`config.mk`:
```
export PLATFORM = sky130hd
export DESIGN_NAME = inst_fetch_ctrl_flat
export DESIGN_NICKNAME = d
export VERILOG_FILES = /design/src/rtl/inst_fetch_ctrl_pkg.sv /design/src/rtl/inst_fetch_ctrl_if.sv /design/src/rtl/inst_fetch_ctrl_fetch_fifo.sv /design/src/rtl/inst_fetch_ctrl.sv /design/src/flat_wrapper.sv
export SDC_FILE = /design/constraint.sdc
export NUM_CORES = 1
export LEC_CHECK = 0
export BUFFER_PORTS_ARGS = -buffer_cell sky130_fd_sc_hd__buf_2
export CAP_MARGIN = 25
export CORE_ASPECT_RATIO = 0.8
export CORE_MARGIN = 3
export CORE_UTILIZATION = 40
export DETAILED_ROUTE_END_ITERATION = 10
export HOLD_SLACK_MARGIN = 0.12
export SYNTH_ARGS = -nofsm -noshare
export SYNTH_HDL_FRONTEND = slang
export SYNTH_SLANG_ARGS = --single-unit
```
`constraint.sdc`:
```
create_clock -name clk -period 8.95 [get_ports clk]
set_input_delay 1.3425 -clock clk [delete_from_list [all_inputs] [get_ports clk]]
set_output_delay 1.3425 -clock clk [all_outputs]
set_load 0.01 [all_outputs]
```
`src/rtl/inst_fetch_ctrl_pkg.sv`:
```
// inst_fetch_ctrl_pkg: shared widths, fetch entry/state types and the NOP encoding
package inst_fetch_ctrl_pkg;
    localparam int ADDR_WIDTH = 32;
    localparam int DATA_WIDTH = 32;
    localparam logic [DATA_WIDTH-1:0] INST_NOP = 32'h0000_0013;
    typedef struct packed {
        logic [ADDR_WIDTH-1:0] pc;
        logic [DATA_WIDTH-1:0] inst;
        logic                  misalign;
    } fetch_entry_t;
    typedef enum logic [1:0] {FC_IDLE, FC_RUN, FC_HALT} fetch_state_t;
endpackage

```
`src/rtl/inst_fetch_ctrl_if.sv`:
```
// inst_fetch_ctrl_if: fetch control bus (redirect/halt in, inst_mem address/data, decode valid/ready out)
// master = fetch controller side, slave = execute/inst_mem/decode side
interface inst_fetch_ctrl_if;
    import inst_fetch_ctrl_pkg::*;
    logic                  redirect_valid;
    logic [ADDR_WIDTH-1:0] redirect_pc;
    logic                  halt;
    logic [ADDR_WIDTH-1:0] imem_addr;
    logic [DATA_WIDTH-1:0] imem_inst;
    logic                  out_valid;
    logic                  out_ready;
    logic [ADDR_WIDTH-1:0] out_pc;
    logic [DATA_WIDTH-1:0] out_inst;
    logic                  out_misalign;
    modport master (
        input  redirect_valid, redirect_pc, halt, imem_inst, out_ready,
        output imem_addr, out_valid, out_pc, out_inst, out_misalign
    );
    modport slave (
        output redirect_valid, redirect_pc, halt, imem_inst, out_ready,
        input  imem_addr, out_valid, out_pc, out_inst, out_misalign
    );
endinterface

```
`src/rtl/inst_fetch_ctrl_fetch_fifo.sv`:
```
// fetch_fifo: sync FIFO of fetch entries with push/pop/flush and same-cycle push+pop
// ports: clk, rst_n, push/push_data, pop, flush in; head, valid, count out
// head holds the last presented entry while empty
module fetch_fifo import inst_fetch_ctrl_pkg::*; #(
    parameter int DEPTH = 2
) (
    input  logic                   clk,
    input  logic                   rst_n,
    input  logic                   push,
    input  fetch_entry_t           push_data,
    input  logic                   pop,
    input  logic                   flush,
    output fetch_entry_t           head,
    output logic                   valid,
    output logic [$clog2(DEPTH):0] count
);
    localparam int PW = $clog2(DEPTH);
    localparam int CW = PW + 1;
    fetch_entry_t mem [DEPTH];
    fetch_entry_t held;
    logic [PW-1:0] rd_ptr, wr_ptr;
    assign valid = count != '0;
    assign head = valid ? mem[rd_ptr] : held;
    always_ff @(posedge clk or negedge rst_n) begin
        if (!rst_n) begin
            rd_ptr <= '0;
            wr_ptr <= '0;
            count  <= '0;
            held   <= '0;
        end else begin
            if (valid) held <= mem[rd_ptr];
            if (flush) begin
                rd_ptr <= '0;
                wr_ptr <= '0;
                count  <= '0;
            end else begin
                if (push) wr_ptr <= wr_ptr + 1'b1;
                if (pop) rd_ptr <= rd_ptr + 1'b1;
                count <= count + CW'(push) - CW'(pop);
            end
        end
    end
    always_ff @(posedge clk) begin
        if (push && !flush) mem[wr_ptr] <= push_data;
    end
endmodule

```
`src/rtl/inst_fetch_ctrl.sv`:
```
// inst_fetch_ctrl: owns the PC, issues inst_mem fetches, aligns responses and buffers them for decode
// ports: clk, rst_n (async active-low), bus (inst_fetch_ctrl_if.master: redirect/halt, imem, decode handshake)
module inst_fetch_ctrl import inst_fetch_ctrl_pkg::*; #(
    parameter logic [ADDR_WIDTH-1:0] RESET_PC   = 32'h0000_0000,
    parameter int                    FIFO_DEPTH = 2
) (
    input logic               clk,
    input logic               rst_n,
    inst_fetch_ctrl_if.master bus
);
    localparam int CW = $clog2(FIFO_DEPTH) + 1;
    fetch_state_t state, state_nxt;
    logic fault, fault_nxt;
    logic [ADDR_WIDTH-1:0] pc, inflight_pc;
    logic inflight, inflight_mis;
    logic [CW-1:0] count, occ;
    logic pop, issue, capture, mis;
    fetch_entry_t head, push_data;
    assign pop = bus.out_valid & bus.out_ready;
    // occupancy counts the in-flight word so a full FIFO can never be overrun by a late response
    assign occ = count + CW'(inflight) - CW'(pop);
    assign mis = pc[1:0] != 2'b00;
    assign issue = (state == FC_RUN) && !bus.halt && !bus.redirect_valid && (occ < CW'(FIFO_DEPTH));
    assign capture = inflight && !bus.redirect_valid;
    assign push_data = '{pc: inflight_pc, inst: inflight_mis ? INST_NOP : bus.imem_inst, misalign: inflight_mis};
    assign bus.imem_addr = pc;
    assign {bus.out_pc, bus.out_inst, bus.out_misalign} = head;
    always_comb begin
        state_nxt = state;
        fault_nxt = bus.redirect_valid ? 1'b0 : (fault | (issue & mis));
        state_nxt = (state == FC_IDLE) ? FC_RUN :
                    (state == FC_RUN)  ? ((!bus.redirect_valid && (bus.halt || (issue && mis))) ? FC_HALT : FC_RUN) :
                    ((!bus.halt && (bus.redirect_valid || !fault)) ? FC_RUN : FC_HALT);
    end
    always_ff @(posedge clk or negedge rst_n) begin
        if (!rst_n) begin
            state        <= FC_IDLE;
            fault        <= 1'b0;
            pc           <= RESET_PC;
            inflight     <= 1'b0;
            inflight_pc  <= '0;
            inflight_mis <= 1'b0;
        end else begin
            state    <= state_nxt;
            fault    <= fault_nxt;
            pc       <= bus.redirect_valid ? bus.redirect_pc : issue ? pc + ADDR_WIDTH'(4) : pc;
            inflight <= issue;
            if (issue) begin
                inflight_pc  <= pc;
                inflight_mis <= mis;
            end
        end
    end
    fetch_fifo #(.DEPTH(FIFO_DEPTH)) u_fifo (
        .clk       (clk),
        .rst_n     (rst_n),
        .push      (capture),
        .push_data (push_data),
        .pop       (pop),
        .flush     (bus.redirect_valid),
        .head      (head),
        .valid     (bus.out_valid),
        .count     (count)
    );
endmodule

```
`src/flat_wrapper.sv`:
```
// flat-port wrapper written by rule: the top's interface ports become plain ports
module inst_fetch_ctrl_flat import inst_fetch_ctrl_pkg::*;
#(
    parameter logic [ADDR_WIDTH-1:0] RESET_PC   = 32'h0000_0000,
    parameter int                    FIFO_DEPTH = 2
)
  (clk, rst_n, bus_redirect_valid, bus_redirect_pc, bus_halt, bus_imem_inst, bus_out_ready, bus_imem_addr, bus_out_valid, bus_out_pc, bus_out_inst, bus_out_misalign);
  inst_fetch_ctrl_if bus_i ();
  input logic clk;
  input logic rst_n;
  input wire logic [$bits(bus_i.redirect_valid)-1:0] bus_redirect_valid;
  input wire logic [$bits(bus_i.redirect_pc)-1:0] bus_redirect_pc;
  input wire logic [$bits(bus_i.halt)-1:0] bus_halt;
  input wire logic [$bits(bus_i.imem_inst)-1:0] bus_imem_inst;
  input wire logic [$bits(bus_i.out_ready)-1:0] bus_out_ready;
  output wire logic [$bits(bus_i.imem_addr)-1:0] bus_imem_addr;
  output wire logic [$bits(bus_i.out_valid)-1:0] bus_out_valid;
  output wire logic [$bits(bus_i.out_pc)-1:0] bus_out_pc;
  output wire logic [$bits(bus_i.out_inst)-1:0] bus_out_inst;
  output wire logic [$bits(bus_i.out_misalign)-1:0] bus_out_misalign;
  assign bus_i.redirect_valid = bus_redirect_valid;
  assign bus_i.redirect_pc = bus_redirect_pc;
  assign bus_i.halt = bus_halt;
  assign bus_i.imem_inst = bus_imem_inst;
  assign bus_i.out_ready = bus_out_ready;
  assign bus_imem_addr = bus_i.imem_addr;
  assign bus_out_valid = bus_i.out_valid;
  assign bus_out_pc = bus_i.out_pc;
  assign bus_out_inst = bus_i.out_inst;
  assign bus_out_misalign = bus_i.out_misalign;
  inst_fetch_ctrl #(.RESET_PC(RESET_PC), .FIFO_DEPTH(FIFO_DEPTH)) u_core (.clk(clk), .rst_n(rst_n), .bus(bus_i));
endmodule
```
Word-level counts from Yosys, hierarchy flattened:

Memory sizes are Yosys's and may differ from the RTL's.
Cells that the tools add are included.

* register bits after elaboration: 138
* bits in latches: 0
* memory bits (writable): 130
* bits in read-only memories: 0
* output and inout port bits: 98
* word-level logic and storage cells: 60
* memories: 1

Memory list
* u_core.u_fifo.mem: words 2, bits a word 65, read ports 1, clocked after memory_dff 0, write ports 1, RTL line inst_fetch_ctrl_fetch_fifo.sv:19 `fetch_entry_t mem [DEPTH];`

* add/sub/neg operators: 7
* multipliers: 0
* div/mod/pow operators: 0
* $lt $le $gt $ge: 1
* equal/unequal tests: 1
* shifts and indexed selects: 0
* multiplexer cells: 16
* bitwise gates (word level): 3
* reduce and logical (&&, ||, !) cells: 19

Operator list (number)
* $mux W32: 3
* $mux W65: 1
* $add A32 B3 Y32 const B: 1
* $mux W2: 5
* $reduce_bool A2 Y1: 5
* $logic_and A1 B1 Y1: 8
* $mux W1: 7
* $add A2 B1 Y2: 2
* $sub A2 B1 Y2: 2
* $logic_not A1 Y1: 3
* $add A1 B1 Y1 const B: 2
* $and A1 B1 Y1: 2
* $eq A2 B1 Y1 const B: 1
* $logic_not A2 Y1: 1
* $logic_or A1 B1 Y1: 2
* $lt A2 B2 Y1 const B: 1
* $or A1 B1 Y1: 1

Longest topological paths before layout:

Gate-level depths: netlist of run 1.

* depth in word-level cells: 11
* mapped depth: 9

Modules after synthesis:

From an unflattened synthesis of run 1, not the netlist that was laid out.

* cells, all modules: 792
* area, all modules: 10892.9 µm²

Modules (own cells, without submodules)
* fetch_fifo: times used 1, cells an instance 437, area an instance 7294.5 µm²
* inst_fetch_ctrl: times used 1, cells an instance 355, area an instance 3598.5 µm²

Least setup slack after synthesis of run 1:

No wires, ideal clock.

* kind: input to register
* start point: in bus_redirect_valid
* end point: mem u_core.u_fifo.mem[0][0] (netlist name) (enable)
* setup time: 488 ps
* arrival time: 4783 ps
* required time: 8462 ps
* slack: 3678 ps
* stages: 5
* buffers on the path: 2
* cells stage by stage: clkbuf_1 -> clkinv_1 -> clkbuf_1 -> nand2_1 -> nor2_1

* longest elaborated chain between the ends: 5

RTL lines
* start, declared: RTL line flat_wrapper.sv:11 `input wire logic [$bits(bus_i.redirect_valid)-1:0] bus_redirect_valid;`
* $logic_not A1 Y1 *: RTL line inst_fetch_ctrl_fetch_fifo.sv:44, inst_fetch_ctrl.sv:24
* $logic_and A1 B1 Y1: RTL line inst_fetch_ctrl.sv:24 `assign capture = inflight && !bus.redirect_valid;`
* $logic_and A1 B1 Y1 *: RTL line inst_fetch_ctrl_fetch_fifo.sv:44 `if (push && !flush) mem[wr_ptr] <= push_data;`
* $mux W1 *: RTL line inst_fetch_ctrl_fetch_fifo.sv:44
* $mux W1 (not written as such) *: RTL line inst_fetch_ctrl_fetch_fifo.sv:44
* end, declared: RTL line inst_fetch_ctrl_fetch_fifo.sv:19

Every way passes the cells marked *; elsewhere a longest branch is shown, timed or not.

Final worst setup path of run 1:

* start point: reg u_core.u_fifo.count[1]
* end point: out bus_out_misalign

* longest elaborated chain between the ends: 2

RTL lines
* start, declared: RTL line inst_fetch_ctrl_fetch_fifo.sv:15 `output logic [$clog2(DEPTH):0] count`
* start signal, assigned: RTL line inst_fetch_ctrl_fetch_fifo.sv:39 `count <= count + CW'(push) - CW'(pop);`
* $reduce_bool A2 Y1: RTL line inst_fetch_ctrl_fetch_fifo.sv:22 `assign valid = count != '0;`
* $mux W65
* end, declared: RTL line flat_wrapper.sv:20 `output wire logic [$bits(bus_i.out_misalign)-1:0] bus_out_misalign;`

No other way between the ends.

==> flow_summary_export.csv, run 1 <==
group,metric,value,unit
setup_path,cpLargestDelayFamily,"buffers and inverters",
pwr,p_leak,4.83,nW
logic_synthesis,synth_edf_count,130,
logic_synthesis,synth.distinct_cells,45,
setup_path,crit_fanout,88,
logic_synthesis,yosys.area.top_type_share,37.0,%
logic_synthesis,netlist_instances,770,
floorplanning,initial_core_util,41.1,%
logic_synthesis,synth.largest_area_cell,"edfxtp_1",
logic_synthesis,ys_seq_area_share,69.8,%
timing,setup_viol_count_final,0,
logic_synthesis,ys_async_sr_fraction,51.5,%
floorplanning,fp.dieH,151,um
clocking,cts_root_buffer,"clkbuf_16",
setup_path,max_stage_delay,0.75,ns
place,gp_congestion,0.771,
setup_path,required,7.61,ns
place,io_buffer_count,166,
pwr,fin_total_pwr,4.41,mW
floorplanning,io_pins,167,
timing,post-route-period-util,46.4,%
clocking,numCtsBuffers,28,
setup_path,worst-path-stages,5,
finish,area_growth_syn_to_layout,20.9,%
grt,grt_max_degree,89,
setup_path,cp.buffers_inverters,2,
pwr,p_per_area,346,nW/um^2
place,placed_area,11800,um^2
setup_path,slowest_stage,"buf_4",
timing,hold_viol_final,0,
setup_path,critPathLaunchType,"flop",
pwr,ir_drop,0.000163,V
outcome,status,"finished clean",
grt,grt_first_pass_wirelength,35.3,mm
timing,tightest_slew,0.970,ns
grt,grt.total_usage,15.6,%
drt,routed_via_density,4.91,
finish,postLayoutCellArea,12800,um^2
flow_run,cap_violations,0,
drt,wire_per_inst,17.4,um
clocking,postCtsHoldBufs,0,
timing,hold_ws,0.465,ns
setup_path,arrival,2.81,ns
setup_path,cp_cell_sequence,"or2_4 > buf_4 > nor2_1 > a21oi_1 > buf_2",
drt,vias,6406,
finish,drive_above_1_share,28.2,%
logic_synthesis,ys.flop_type,"dfrtp_1",
drt,wirelength,22.7,mm
worst_hold_path,whs_path_depth,0,
setup_path,end_kind,"primary output",
logic_synthesis,avgSynthCellArea,13.7,um^2
logic_synthesis,synth-seq-cells,268,
logic_synthesis,ys_warn_count,0,
logic_synthesis,synth_fp_nets,842,
timing,setup_tns,0,ns
timing,fin_skew,0.0116,ns
drt,drt_pre_antenna_iters,5,
grt,grt-ovfl-total,0,
clocking,htree_levels,1,
logic_synthesis,synth_area,10500,um^2
drt,ant_nets,0,
clocking,clk_path_buf_depth,3,
clocking,cts_sinks,268,
timing,fmax,0.241,GHz
floorplanning,row_count,52,
setup_path,r2r_cells,7,
finish,diodes,0,
drt,dr.first_iter.drc_count,350,
drt,drcViolationCount,0,
timing,slew_headroom,35.3,%
timing,rsz0062_at_grt,"false",
worst_hold_path,min_path_type,"reg -> reg",
grt,antenna_found_initial,0,
timing,period_minus_slack,4.16,ns
clocking,cts_resized,0,
clocking,cts_tree,"built",
finish,finalNetCount,1004,
clocking,post_cts_buffers,0,
place,hpwlAfterDp,14.4,mm
clocking,path_clk_slew,0.06,ns
floorplanning,fp.dieW,188,um
clocking,clk_latency,0.53,ns
setup_path,worstSetupPathType,"reg -> out",
floorplanning,die-area,28400,um^2
floorplanning,coreArea,25600,um^2
grt,grt_pass1_vias,6054,
logic_synthesis,synthTopCellsByArea,"edfxtp_1, dfrtp_1, mux2i_1",
timing,slew_violations,0,
[stage by stage]
| stage | setup slack, ns | util (%) | instances |
|---|---|---|---|
| finish | 4.79 | 49.7 | 1305 |
| global route | 4.54 | 49.7 | 1305 |
| CTS | 4.78 | 49.6 | 1303 |
| detailed placement | 5.28 | 45.8 | 1251 |
| global placement | 5.32 | 45.8 | 1251 |
| floorplan | 3.68 | - | 770 |
[state kept, by name (all words and copies together), names as in the netlist]
| signal | flops |
|---|---|
| u_core.state | 2 |
| u_core.bus.imem_addr | 32 |
| u_core.inflight | 1 |
| u_core.u_fifo.mem | 130 |
| u_core.u_fifo.count | 2 |
| u_core.fault | 1 |
| u_core.inflight_mis | 1 |
| u_core.u_fifo.held | 65 |
| u_core.u_fifo.rd_ptr | 1 |
| u_core.inflight_pc | 32 |
| u_core.u_fifo.wr_ptr | 1 |
[metal layers]
metal	GRT usage, %	up-vias	share of wire (%)
li1	-	3093	-
met1	24.6	3098	50
met2	22.6	185	43
met3	2.89	30	5.4
met4	3.11	0	1.4
met5	0	-	0
[Yosys cell counts, types with 4 or more instances]
master and number:
dfrtp_1 138, edfxtp_1 130, nor2_1 80, a21oi_1 68
mux2i_1 67, nand2_1 39, clkbuf_1 35, mux2_2 33
nor2b_1 33, xnor2_1 22, o21ai_0 14, o21ai_1 12
nor4_1 11, nand3_1 9, a31oi_1 7, or2_2 6
or4_1 6, inv_1 5, o31ai_1 5, buf_1 4
buf_2 4, nor4b_1 4
[final cells by class]
cell class,count,area (um^2)
Tap cell,351,439
Fill cell,2302,12900
Multi-Input combinational cell,453,3040
Timing Repair Buffer,175,932
Clock buffer,34,776
Inverter,6,22.5
Sequential cell,268,7360
Clock inverter,18,183
[placed cells by master, fill, tap and decap left out, types with 4 or more instances in the layout]
cell type / n
buf_4: 7
a31oi_1: 7
clkinvlp_4: 5
inv_1: 5
nor4b_1: 4
buf_2: 165
o31ai_1: 5
clkinv_2: 4
mux2_2: 33
mux2i_1: 67
clkinv_1: 5
nor2_1: 79
or2_2: 5
o21ai_1: 12
edfxtp_1: 130
clkbuf_16: 30
nor2b_1: 33
a21oi_1: 68
nor4_1: 11
nand2_1: 39
nand3_1: 9
or4_1: 6
xnor2_1: 22
dfrtp_1: 137
o21ai_0: 14
[worst reg2reg max path, stage by stage (launching register included)]
cell and delay (ns):
dfrtp_1 0.42, or2_4 0.45, buf_4 0.77, and2_1 0.40, ha_1 0.24, inv_1 0.06, ha_1 0.21, nor2b_1 0.12
[cell families after synthesis]
kind of cell	Yosys count	share of synthesized area [%]
xor gates and xnor gates	25	2.08
DFF	268	69.8
and+or+nand+nor	212	10.3
buffers and inverters	49	1.79
adders and majority gates	3	0.356
muxes	102	10.1
AOI/OAI and AO/OA	111	5.67
[where the power goes]
| part | internal [mW] | total, mW | switching, mW |
|---|---|---|---|
| Sequential | 1.64 | 1.82 | 0.173 |
| Combinational | 0.548 | 1.42 | 0.871 |
| Clock | 0.706 | 1.17 | 0.468 |
| Total | 2.90 | 4.41 | 1.51 |
[final timing paths]
path	start	slack, ns	endpoint
worst max-delay path	u_core.u_fifo.count[1]	4.79	bus_out_misalign
worst min-delay path	u_core.inflight_pc[1]	0.46	u_core.u_fifo.mem[1][34]
worst max register to register	u_core.u_fifo.count[1]	6.16	u_core.u_fifo.count[0]
worst min register to register	u_core.inflight_pc[1]	0.46	u_core.u_fifo.mem[1][34]
max in group asynchronous	rst_n	7.05	u_core.u_fifo.rd_ptr
min in group asynchronous	rst_n	0.82	u_core.u_fifo.held[27]
Note: power is estimated with default switching activity, not from simulation.
==> run 2, diff against run 1 <==
==> constraint.sdc (replaced) <==
create_clock -name clk -period 3.74 [get_ports clk]
set_input_delay 0.561 -clock clk [delete_from_list [all_inputs] [get_ports clk]]
set_output_delay 0.561 -clock clk [all_outputs]
set_load 0.01 [all_outputs]
==> run 2 against run 1 <==
Compared with the run above: non-clock buffer count increased by 1; clock-buffer cell count increased by 8; sequential power increased by 140%; design area decreased by 0.29%; setup slack got worse by 4.0 ns; core utilization decreased by 0.15 points; via count increased by 0.98%; sequential cell count unchanged; power increased by 140%; register-to-register slack got worse by 5.0 ns; first-iteration DRC count increased by 0.86%; final cell count about the same; critical endpoint is now bus_out_inst[10].
==> flow_summary_export.csv, run 2 (synthesized netlist as in run 1, its figures left out) <==
group,metric,value,unit
finish,finalNetCount,1005,
outcome,status,"finished clean",
clocking,numCtsBuffers,28,
timing,tightest_slew,1.01,ns
flow_run,cap_violations,0,
timing,setup_viol_count_final,0,
clocking,htree_levels,1,
clocking,cts_resized,0,
place,hpwlAfterDp,14.0,mm
grt,grt-ovfl-total,0,
setup_path,worstSetupPathType,"reg -> out",
drt,ant_nets,0,
drt,wire_per_inst,17.2,um
setup_path,crit_start,"u_core.u_fifo.count[1]",
floorplanning,fp.dieH,151,um
pwr,p_clk_share,25.1,%
timing,period_minus_slack,2.97,ns
floorplanning,fp.dieW,188,um
drt,dr.first_iter.drc_count,353,
clocking,postCtsHoldBufs,0,
place,io_buffer_count,166,
place,gp_congestion,0.775,
grt,grt_pass1_vias,6525,
setup_path,arrival,2.41,ns
timing,fin_skew,0.0168,ns
place,dp.cells,1253,
pwr,fin_total_pwr,10.4,mW
timing,slew_headroom,32.6,%
pwr,p_leak,4.82,nW
finish,drive_above_1_share,27.6,%
floorplanning,io_pins,167,
finish,mostFrequentLayoutCell,"buf_2",
setup_path,r2r_cells,5,
timing,hold_viol_final,0,
finish,layout_common_cells,"buf_2, dfrtp_1, edfxtp_1",
timing,fmax,0.337,GHz
pwr,seqPwrFrac,41.6,%
floorplanning,coreArea,25600,um^2
grt,antenna_found_initial,0,
pwr,p_int,6.83,mW
pwr,combPwrFrac,33.3,%
finish,utilization,49.6,%
setup_path,end_kind,"primary output",
pwr,p_sw_share,34.3,%
timing,setup_tns,0,ns
timing,setup_ws,0.772,ns
clocking,clk_path_buf_depth,3,
clocking,path_clk_slew,0.06,ns
clocking,cts_tree,"built",
finish,final_cells,1306,
place,pre_cts_ws,0.917,ns
finish,area_growth_syn_to_layout,20.6,%
floorplanning,die-area,28400,um^2
clocking,post_cts_buffers,0,
drt,drcViolationCount,0,
timing,post-route-period-util,79.4,%
finish,largest_reg_flops,130,
pwr,ir_drop,0.000407,V
pwr,p_per_area,818,nW/um^2
pwr,p_sw,3.57,mW
floorplanning,row_count,52,
finish,largest_register,"u_core.u_fifo.mem",
timing,rsz0062_at_grt,"false",
worst_hold_path,min_path_type,"in -> async",
drt,drt_pre_antenna_iters,5,
drt,vias,6469,
finish,diodes,0,
setup_path,critPathLaunchType,"flop",
grt,grt_first_pass_wirelength,36.2,mm
drt,routed_via_density,4.95,
grt,grt.total_usage,16.1,%
clocking,cts_sinks,268,
finish,largestRegisters,"u_core.u_fifo.mem: 130 flops, u_core.u_fifo.held: 65 flops",
drt,wirelength,22.5,mm
clocking,clk_latency,0.53,ns
grt,grt_max_degree,82,
setup_path,required,3.18,ns
clocking,cts_root_buffer,"clkbuf_16",
setup_path,worstReg2RegStart,"u_core.u_fifo.count[0]",
floorplanning,initial_core_util,41.1,%
setup_path,crit_fanout,56,
timing,slew_violations,0,
==> run 2: cell count changes in the layout (fill, tap and decap cells not counted), moves of 2 or more <==
| cell | previous run | this run |
|---|---|---|
| clkinv_1 | 5 | 3 |
| clkbuf_1 | 3 | 11 |
| buf_4 | 7 | 4 |
| clkinvlp_4 | 5 | 0 |
| clkinv_2 | 4 | 6 |
| buf_12 | 0 | 5 |
| bufinv_16 | 3 | 1 |
==> run 2: power by group through the flow <==
| stage | Sequential (mW) | Clock (mW) | Combinational (mW) |
|---|---|---|---|
| after global routing | 4.42 | 2.80 | 3.85 |
| after global placement | 4.36 | 0 | 3.45 |
| after floorplan | 4.23 | 0 | 2.22 |
| after detailed placement | 4.39 | 0 | 3.49 |
| final | 4.33 | 2.61 | 3.46 |
| after CTS | 4.33 | 2.69 | 3.51 |
==> run 2: metal layers <==
metal  part of all wire, %  up-vias  global-route usage (%)
li1                      -     3104                       -
met1                    49     3136                    23.2
met2                    43      195                    25.3
met3                   5.9       34                    3.17
met4                   1.9        0                    3.67
met5                     0        -                       0
==> run 2: per-stage QoR <==
stage | cell area (um^2) | hold WS (ns)
global placement | 11800 | 0.449
finish | 12700 | 0.108
global route | 12700 | 0.180
CTS | 12700 | 0.141
floorplan | 10500 | 0.265
detailed placement | 11800 | 0.454
==> run 2: worst max-delay path, stage by stage, from the launching register on <==
cell and delay [ns]:
dfrtp_1 0.43, or2_4 0.62, buf_12 0.32, nor2_1 0.07, a21oi_1 0.23, buf_2 0.18
==> run 2: layout make-up <==
| class | count | area (um^2) |
|---|---|---|
| Multi-Input combinational cell | 453 | 3040 |
| Tap cell | 351 | 439 |
| Fill cell | 2315 | 12900 |
| Clock inverter | 10 | 76.3 |
| Clock buffer | 42 | 795 |
| Sequential cell | 268 | 7360 |
| Inverter | 6 | 22.5 |
| Timing Repair Buffer | 176 | 982 |
==> run 2: path summary, 6_finish.rpt <==
check	slack (ns)	to
max	0.77	bus_out_inst[10]
min	0.11	u_core.u_fifo.held[31]
max reg2reg	1.17	u_core.bus.imem_addr[27]
min reg2reg	0.47	u_core.u_fifo.mem[1][54]
max in group asynchronous	2.79	u_core.inflight_pc[2]
min in group clk	0.24	u_core.bus.imem_addr[6]
==> run 3, diff against run 2 <==
--- a/config.mk
+++ b/config.mk
@@ -5,6 +5,7 @@
 export SDC_FILE = /design/constraint.sdc
 export NUM_CORES = 1
 export LEC_CHECK = 0
+export ABC_AREA = 1
 export BUFFER_PORTS_ARGS = -buffer_cell sky130_fd_sc_hd__buf_2
 export CAP_MARGIN = 25
 export CORE_ASPECT_RATIO = 0.8
==> constraint.sdc (replaced) <==
create_clock -name clk -period 2.7 [get_ports clk]
set_input_delay 0.405 -clock clk [delete_from_list [all_inputs] [get_ports clk]]
set_output_delay 0.405 -clock clk [all_outputs]
set_load 0.01 [all_outputs]
==> run 3 against run 2 <==
Compared with the run above: setup slack got worse by 0.62 ns; largest cell class unchanged; non-clock buffer count increased by 29; design area increased by 6.2%.
==> flow_summary_export.csv, run 3 <==
group,metric,value,unit
timing,period_minus_slack,2.55,ns
timing,setup_tns,0,ns
floorplanning,row_count,53,
logic_synthesis,synth_area,11100,um^2
logic_synthesis,ys.flop_type,"dfrtp_1",
place,pre_cts_ws,0.480,ns
worst_hold_path,min_to,"u_core.bus.imem_addr[30]",
clocking,clk_path_buf_depth,3,
grt,grt-ovfl-total,0,
pwr,p_per_area,1160,nW/um^2
drt,dr.first_iter.drc_count,505,
clocking,post_cts_buffers,0,
finish,drive_above_1_share,18.9,%
drt,ant_nets,0,
floorplanning,initial_core_util,41.4,%
drt,routed_via_density,4.96,
logic_synthesis,synth.largest_area_cell,"edfxtp_1",
timing,setup_viol_count_final,0,
floorplanning,fp.dieW,192,um
drt,drcViolationCount,0,
finish,postLayoutCellArea,13500,um^2
worst_hold_path,whs_path_depth,5,
timing,slew_headroom,56.1,%
place,hpwlAfterDp,18.5,mm
timing,slew_violations,0,
logic_synthesis,yosysMostFrequentCell,"nand2_1",
drt,wire_per_inst,16.7,um
finish,largestRegisters,"u_core.u_fifo.mem: 130 flops, u_core.u_fifo.held: 65 flops",
logic_synthesis,synth_adder_area_share,0.340,%
grt,grt_pass1_vias,8152,
clocking,cts_tree,"built",
logic_synthesis,ys_warn_count,0,
floorplanning,coreArea,26700,um^2
logic_synthesis,synth_edf_count,130,
clocking,numCtsBuffers,29,
timing,post-route-period-util,94.3,%
place,io_buffer_count,166,
logic_synthesis,synth_top_family_by_area,"simple AND/OR/NAND/NOR gates",
setup_path,required,2.30,ns
timing,fin_skew,0.0100,ns
grt,grt_max_degree,67,
drt,wirelength,28.1,mm
clocking,htree_levels,1,
worst_hold_path,min-delay-start,"bus_redirect_pc[30]",
logic_synthesis,yosys.area.top_type_share,35.3,%
timing,tightest_slew,0.658,ns
worst_hold_path,min_path_type,"in -> reg",
logic_synthesis,synthTopCellsByArea,"edfxtp_1, dfrtp_1, nand2_1",
drt,drt_pre_antenna_iters,5,
clocking,cts_sinks,268,
logic_synthesis,synth-compound-area-share,7.43,%
finish,area_growth_syn_to_layout,22.2,%
finish,largest_reg_flops,130,
pwr,ir_drop,0.000645,V
logic_synthesis,avgSynthCellArea,9.90,um^2
logic_synthesis,ys_seq_area_share,66.6,%
setup_path,end_kind,"primary output",
logic_synthesis,synth_mux_area_share,0,%
grt,antenna_found_initial,1,
setup_path,reg2reg_slack,0.78,ns
floorplanning,io_pins,167,
setup_path,critPathLaunchType,"flop",
timing,fmax,0.393,GHz
clocking,path_clk_slew,0.06,ns
place,placed_area,12300,um^2
clocking,clk_latency,0.53,ns
place,gp_congestion,0.864,
logic_synthesis,ys_async_sr_fraction,51.5,%
setup_path,worstReg2RegStart,"u_core.u_fifo.count[0]",
finish,diodes,0,
timing,setup_ws,0.153,ns
setup_path,r2r-end,"u_core.u_fifo.count[1]",
setup_path,cp_cell_sequence,"inv_2 > buf_6 > nand2_1 > a21oi_1 > buf_2",
floorplanning,die-area,29700,um^2
outcome,status,"finished clean",
setup_path,worstSetupPathType,"reg -> out",
logic_synthesis,netlist_instances,1117,
timing,hold_ws,0.156,ns
drt,vias,8340,
flow_run,cap_violations,0,
logic_synthesis,synth-seq-cells,268,
logic_synthesis,synth_xor_area_share,0.475,%
setup_path,crit_fanout,35,
logic_synthesis,synth.distinct_cells,26,
setup_path,r2r_cells,8,
floorplanning,fp.dieH,155,um
setup_path,slowest_stage,"dfrtp_4",
finish,layout_common_cells,"nand2_1, buf_2, dfrtp_1",
setup_path,arrival,2.14,ns
timing,hold_viol_final,0,
finish,largest_register,"u_core.u_fifo.mem",
finish,finalNetCount,1375,
finish,mostFrequentLayoutCell,"nand2_1",
grt,grt_first_pass_wirelength,44.2,mm
pwr,p_leak,6.07,nW
timing,rsz0062_at_grt,"false",
logic_synthesis,synth_commonest_cells,"nand2_1, dfrtp_1, nor2_1, a21oi_1, edfxtp_1",
setup_path,max_stage_delay,0.62,ns
grt,grt.total_usage,18.7,%
logic_synthesis,synth_fp_nets,1189,
clocking,cts_root_buffer,"clkbuf_16",
logic_synthesis,synthSimpleGateAreaFrac,20.0,%
## run 3: worst max-delay path by stage
stage                           start                      end  slack, ns  cells past startpoint
3_3_place_gp   u_core.u_fifo.count[1]           bus_out_pc[20]       0.52                      6
3_5_place_dp   u_core.u_fifo.count[0]           bus_out_pc[20]       0.48                      6
4_1_cts          u_core.u_fifo.rd_ptr          bus_out_inst[4]       0.07                      4
5_1_grt          u_core.u_fifo.rd_ptr           bus_out_pc[26]       0.02                      5
2_1_floorplan      bus_redirect_valid  u_core.u_fifo.mem[0][0]      -0.03                      3
6_report         u_core.u_fifo.rd_ptr           bus_out_pc[28]       0.15                      5
## run 3: logic make-up after synthesis
| logic type | Yosys count |
|---|---|
| flops | 268 |
| simple gates | 540 |
| fa+ha+maj | 3 |
| buf+inv | 137 |
| compound gates | 163 |
| xor+xnor | 6 |
## run 3: what timing repair did
item                                    in CTS  in global routing
endpoints found under the hold margin       78                  0
hold buffers                                20                  0
resized for setup                            2                  5
endpoints found under the setup margin      12                  5
## run 3: critical path, delay by kind of cell, from the launching register on
kind / cells / cell delay, ns
DFF: 1 / 0.62
and+or+nand+nor: 1 / 0.08
buffers and inverters: 3 / 0.62
AOI/OAI and AO/OA: 1 / 0.29
## run 3: through the flow
stage               cells  power [mW]  util (%)
floorplan            1117        9.47         -
global placement     1609        11.8      46.2
detailed placement   1609        11.9      46.2
CTS                  1682        15.9      50.5
global route         1682        16.8      50.5
finish               1682        15.7      50.5
## run 3: cell type report
cell class	instances	area (um^2)
multi-input combinational	712	3150
clock buffer	41	791
tap	357	447
fill	2484	13200
sequential	268	7360
timing repair buffer	205	1280
inverter	87	327
clock inverter	12	148
## run 3: layer usage
| layer | track usage, % | wire length [um] | vias to the layer above |
|---|---|---|---|
| met1 | 27.9 | 13600 | 4003 |
| met5 | 0 | 13 | - |
| met4 | 3.63 | 395 | 2 |
| met2 | 28.8 | 12400 | 260 |
| li1 | - | - | 4043 |
| met3 | 3.29 | 1720 | 32 |
## run 3: report_power, final
part / total (mW) / switching [mW] / internal (mW)
clock: 3.87 / 1.55 / 2.33
sequential: 6.12 / 0.633 / 5.49
combinational: 5.71 / 3.73 / 1.98
